==> config.mk <==
export PLATFORM = sky130hd
export DESIGN_NAME = ram_arbiter
export DESIGN_NICKNAME = d
export VERILOG_FILES = /design/src/rtl/ram_arbiter.sv
export SDC_FILE = /design/constraint.sdc
export NUM_CORES = 1
export LEC_CHECK = 0
export ABC_CLOCK_PERIOD_IN_PS = 2300
export CAP_MARGIN = 10
export CORE_AREA = 5 5 72 74
export CTS_CLUSTER_DIAMETER = 80
export DETAILED_ROUTE_END_ITERATION = 10
export DIE_AREA = 0 0 77 79
export HOLD_SLACK_MARGIN = 0.12
export PLACE_DENSITY = 0.77
export SLEW_MARGIN = 10
export SYNTH_ARGS = -nofsm -noshare
export SYNTH_HDL_FRONTEND = slang
export SYNTH_SLANG_ARGS = --single-unit
==> constraint.sdc <==
create_clock -name clk -period 2.3 [get_ports clk]
set_input_delay 0.345 -clock clk [delete_from_list [all_inputs] [get_ports clk]]
set_output_delay 0.345 -clock clk [all_outputs]
set_load 0.05 [all_outputs]
==> src/rtl/ram_arbiter.sv <==
// Arbitrates the data RAM between the CPU datapath and a host/loader port.
// The CPU owns the RAM by default; a pending host request is granted at most HOST_WAIT_MAX blocked cycles later.
module ram_arbiter #(
  parameter int unsigned ADDR_W             = 12,
  parameter int unsigned DATA_W             = 4,
  parameter int unsigned HOST_WAIT_MAX      = 8,
  parameter int unsigned HOST_ACCESS_CYCLES = 2
) (
  input  logic              clk,
  input  logic              reset,
  input  logic              cpu_cs,
  input  logic              cpu_we,
  input  logic [ADDR_W-1:0] cpu_addr,
  input  logic [DATA_W-1:0] cpu_wdata,
  output logic              cpu_stall,
  input  logic              host_req,
  input  logic              host_we,
  input  logic [ADDR_W-1:0] host_addr,
  input  logic [DATA_W-1:0] host_wdata,
  output logic              host_gnt,
  output logic              host_done,
  output logic [DATA_W-1:0] host_rdata,
  output logic              ram_cs,
  output logic              ram_we,
  output logic [ADDR_W-1:0] ram_addr,
  output logic [DATA_W-1:0] ram_wdata,
  output logic              ram_wdata_oe,
  input  logic [DATA_W-1:0] ram_rdata
);

  typedef enum logic [1:0] {IDLE, GRANT, DONE} state_t;

  localparam logic [7:0] WAIT_MAX = 8'(HOST_WAIT_MAX);
  localparam logic [3:0] ACC_LAST = 4'(HOST_ACCESS_CYCLES - 1);

  state_t              state_q, state_d;
  logic [7:0]          wait_q, wait_d;
  logic [3:0]          acc_q, acc_d;
  logic                hwe_q, hwe_d;
  logic [ADDR_W-1:0]   haddr_q, haddr_d;
  logic [DATA_W-1:0]   hwdata_q, hwdata_d;
  logic [DATA_W-1:0]   rdata_q, rdata_d;

  always_ff @(posedge clk) begin
    if (reset) begin
      state_q  <= IDLE;
      wait_q   <= '0;
      acc_q    <= '0;
      hwe_q    <= 1'b0;
      haddr_q  <= '0;
      hwdata_q <= '0;
      rdata_q  <= '0;
    end else begin
      state_q  <= state_d;
      wait_q   <= wait_d;
      acc_q    <= acc_d;
      hwe_q    <= hwe_d;
      haddr_q  <= haddr_d;
      hwdata_q <= hwdata_d;
      rdata_q  <= rdata_d;
    end
  end

  always_comb begin
    state_d  = state_q;
    wait_d   = wait_q;
    acc_d    = acc_q;
    hwe_d    = hwe_q;
    haddr_d  = haddr_q;
    hwdata_d = hwdata_q;
    rdata_d  = rdata_q;
    unique case (state_q)
      IDLE: begin
        if (host_req && (!cpu_cs || wait_q == WAIT_MAX)) begin
          state_d  = GRANT;
          hwe_d    = host_we;
          haddr_d  = host_addr;
          hwdata_d = host_wdata;
          acc_d    = '0;
          wait_d   = '0;
        end else if (host_req) begin
          // Only reached with cpu_cs high and wait_q below the limit.
          wait_d = wait_q + 8'd1;
        end else begin
          wait_d = '0;
        end
      end
      GRANT: begin
        acc_d = acc_q + 4'd1;
        if (acc_q == ACC_LAST) begin
          if (!hwe_q) rdata_d = ram_rdata;
          state_d = DONE;
        end
      end
      DONE:    state_d = IDLE;
      default: state_d = IDLE;
    endcase
  end

  always_comb begin
    ram_cs       = cpu_cs;
    ram_we       = cpu_we;
    ram_addr     = cpu_addr;
    ram_wdata    = '0;
    ram_wdata_oe = 1'b0;
    cpu_stall    = 1'b0;
    host_gnt     = 1'b0;
    host_done    = 1'b0;
    unique case (state_q)
      GRANT: begin
        ram_cs       = 1'b1;
        ram_we       = hwe_q;
        ram_addr     = haddr_q;
        ram_wdata    = hwdata_q;
        ram_wdata_oe = hwe_q;
        cpu_stall    = cpu_cs;
        host_gnt     = 1'b1;
      end
      DONE:    host_done = 1'b1;
      default: ;
    endcase
  end

  assign host_rdata = rdata_q;

endmodule

Word-level counts from Yosys, hierarchy flattened
Index checks and enable logic that the tools add are counted.
W data, S select, Z words.
{"block": "totals", "register_bits": 35, "inputBits": 42, "word_cells": 40, "out_inout_bits": 26}
{"block": "classes", "n_bitwise": 1, "n_eq_ne": 6, "addsub": 2, "n_reduce_logical": 9, "mux": 15}
{"operator": "$mux W8", "count": 2}
{"operator": "$mux W12", "count": 1}
{"operator": "$add A8 B1 Y8 const B", "count": 1}
{"operator": "$eq A8 B4 Y1 const B", "count": 1}
{"operator": "$mux W4", "count": 2}
{"operator": "$pmux W4 S2", "count": 1}
{"operator": "$mux W1", "count": 6}
{"operator": "$reduce_and A2 Y1", "count": 3}
{"operator": "$add A4 B1 Y4 const B", "count": 1}
{"operator": "$eq A4 B1 Y1 const B", "count": 1}
{"operator": "$mux W2", "count": 2}
{"operator": "$ne A2 B2 Y1 const B", "count": 2}
{"operator": "$pmux W2 S2", "count": 1}
{"operator": "$reduce_and A3 Y1", "count": 1}
{"operator": "$eq A2 B1 Y1 const B", "count": 1}
{"operator": "$eq A2 B2 Y1 const B", "count": 1}
{"operator": "$logic_not A2 Y1", "count": 1}
{"operator": "$reduce_bool A2 Y1", "count": 1}
{"operator": "$logic_and A1 B1 Y1", "count": 1}
{"operator": "$logic_not A1 Y1", "count": 1}
{"operator": "$logic_or A1 B1 Y1", "count": 1}
{"operator": "$not A1 Y1", "count": 1}

Logic depth before layout (Yosys ltp)
{"block": "depth", "ltp_word": 5, "ltp_mapped": 7, "ltp_nobuf": 6}

Worst setup path after synthesis
OpenSTA, ideal clock, no wires.
{"block": "synth_path", "path_type": "flip-flop to output port", "from": "register state_q[1]", "to": "output port ram_addr[10]", "path_slack_ns": 0.290, "path_stages_with_launch": 6, "t_required_ns": 1.955, "path_buffers": 1, "t_arrival_ns": 1.665, "cell_sequence": "dfxtp_1 -> nand2b_1 -> inv_1 -> clkbuf_1 -> nand2_1 -> nand2_1"}
{"block": "synth_via", "elab_chain_cells": 2}
{"item": "start, declared", "line": "36", "source": "state_t state_q, state_d;"}
{"item": "start signal, assigned", "line": "54", "source": "state_q <= state_d;"}
{"item": "$eq A2 B1 Y1", "line": "109", "source": "unique case (state_q)"}
{"item": "$mux W12", "line": "109"}
{"item": "end, declared", "line": "25", "source": "output logic [ADDR_W-1:0] ram_addr,"}
Every way passes these cells.

Worst setup path after layout
{"block": "layout_path", "from": "register state_q[1]", "to": "output port ram_wdata[3]"}
{"block": "layout_via", "elab_chain_cells": 2}
{"item": "$eq A2 B1 Y1", "line": "109"}
{"item": "$mux W4", "line": "109"}
{"item": "end, declared", "line": "26", "source": "output logic [DATA_W-1:0] ram_wdata,"}
Every way passes these cells.

==> impl_metrics.ini <==
[floorplan]
ios = 68
core-area_um2 = 4540
rows = 25
die_area_um2 = 6080
die_h_um = 79
initial_core_util_pct = 41.3
die_w_um = 77

[placement]
dp.cells = 334
routabilityCongestion = 0.780
io_buffer_count = 63
hpwl_um = 3090

[timing]
setup_viol = 0
worst_pin_slew_ns = 0.499
drv_slew = 0
fin_skew_ns = 0.00846
fin_crit_ns = 1.97
hold_violations = 0
fin_crit_sh_pct = 85.4
fmax_mhz = 509
timing.slew.headroom_pct = 66.6
rsz0062_at_grt = false
tns_ns = 0

[yosys]
synth_area_um2 = 1870
synth.avg_cell_area_um2 = 8.32
ys.flop_type = dfxtp_1
ys_ff_latch = 35
synth_top_area_cell = dfxtp_1
async_flop_share_pct = 0
synth_top_area_share_pct = 37.4
yosysWarnings = 0
syn-num-nets = 271
synth.distinct_cells = 36
ys_top_cells_by_area = dfxtp_1 37%, nand2b_1 12%, mux2i_1 11%, nand2_1 8.8%, ha_1 2.7%
syn_inst = 225
ys_top_cells_by_count = 44 x nand2_1, 37 x nand2b_1, 35 x dfxtp_1, 21 x mux2i_1, 10 x nor2_1
synth.yosys.seq_area_share_pct = 37.4
synth-edff-count = 0
synth_most_common_cell = nand2_1

[detailed_routing]
dr.pass1.iters = 4
drc_errors = 0
vias = 1640
antenna_left = 0
wl_per_cell_um = 12.1
viasPerCell = 4.80
wl_um = 4150
drtIter0Drc = 54

[setup_path]
worstPathMaxFanout = 17
path_class = register to primary output
r2r_start = wait_q[0]$_SDFFE_PP0N_
arrival_ns = 1.62
crit_start = state_q[1]$_SDFFE_PP0P_
crit_required_ns = 1.96
end_kind = primary output
cp-start-kind = register

[clocking]
clkTransAtPathRegs_ns = 0.07
holdBufCountCts = 0
cts.sinks = 35
cts_buffers = 5
cts-resized-gates = 0
post_cts_buffers = 0
clk_path_buf_depth = 2
clk_latency_ns = 0.29
cts_tree = built
ctsRootBufferMaster = clkbuf_8
htree_levels = 2

[pwr]
ir_worst_vdd_mv = 0.328
powerDensity_nw_per_um2 = 571
leakagePower_nw = 1.15
total_power_mw = 1.60

[cells_and_area]
final-instance-count-excl-fill = 342
area_growth_pct = 49.5
layout.nets = 333
drive_above_1_share_pct = 14.9
diodes = 0

[grt]
grt_pass1_vias = 1559
grt_pass1_wl_um = 7240
grt_start_max_net_pins = 49
overflow = 0
track_usage_pct = 14.6
antenna_found_initial = 0

[min_path]
min_path_type = register to register
min-delay-start = hwdata_q[2]$_SDFFE_PP0P_

[run_status]
status = complete, no violations

[job]
maxCapViolCount = 0
registers in the layout (all words and copies together), names as in the netlist:
name        count
haddr_q        12
wait_q          8
acc_q           4
host_rdata      4
hwdata_q        4
state_q         2
hwe_q           1
routing by layer:
layer	routed length [um]	vias to the layer above	track usage, %
li1	-	868	-
met1	1800	717	16.7
met2	1860	50	23.6
met3	441	5	7.14
met4	50	0	5.15
met5	0	-	0
cell families after synthesis:
| group | count (synthesis) | share of synthesized area [%] |
|---|---|---|
| muxes | 21 | 11.2 |
| buffers and inverters | 16 | 4.07 |
| and+or+nand+nor | 125 | 36.0 |
| AOI/OAI and AO/OA | 23 | 8.15 |
| DFF | 35 | 37.4 |
| adders and majority gates | 4 | 2.67 |
| xor gates and xnor gates | 1 | 0.468 |
layout make-up:
cell class                      instances  area [um^2]
Tap cell                               54         67.6
Sequential cell                        35          701
Clock inverter                          3         43.8
Multi-Input combinational cell        174         1100
Clock buffer                            5         68.8
Inverter                                4         15.0
Timing Repair Buffer                   67          808
Fill cell                             381         1740
power by group:
part | switching (mW) | internal (mW)
clock | 0.227 | 0.323
combinational | 0.205 | 0.202
sequential | 0.0134 | 0.627
total | 0.446 | 1.15
per-stage QoR:
step	setup WS, ns	area (um^2)	util [%]	hold slack (ns)
2_1_floorplan	0.290	1870	-	0.444
3_5_place_dp	0.428	2690	59.3	0.463
6_report	0.335	2800	61.7	0.470
5_1_grt	0.209	2800	61.7	0.487
3_3_place_gp	0.452	2690	59.3	0.454
4_1_cts	0.301	2800	61.7	0.474
critical path, stage by stage, from the launching register on:
cell,delay [ns]
dfxtp_1,0.32
nand2b_1,0.15
inv_1,0.22
buf_4,0.28
and2_1,0.16
buf_4,0.19
final timing paths:
kind | to | slack [ns] | depth (start not counted)
worst min register to register | hwdata_q[2]$_SDFFE_PP0P_ | 0.47 | 2
worst max register to register | haddr_q[5]$_SDFFE_PP0P_ | 0.59 | 7
worst min-delay path | hwdata_q[2]$_SDFFE_PP0P_ | 0.47 | 2
worst max-delay path | ram_wdata[3] | 0.33 | 5
cell usage in the layout, fill, tap and decap left out, drive strengths merged, types with 2 or more instances in the layout:
| cell | count |
|---|---|
| and2 | 7 |
| dfxtp | 35 |
| a21o | 2 |
| nor2 | 10 |
| nor3 | 6 |
| clkbuf | 5 |
| clkinv | 2 |
| mux2i | 21 |
| nand3 | 5 |
| a22o | 5 |
| nand2 | 45 |
| nor2b | 3 |
| and3 | 3 |
| ha | 4 |
| nand2b | 37 |
| inv | 4 |
| buf | 25 |
| or3 | 2 |
| a21oi | 6 |
| clkdlybuf4s50 | 42 |
| o21ai | 8 |
Note: power is estimated with default switching activity, not from simulation.
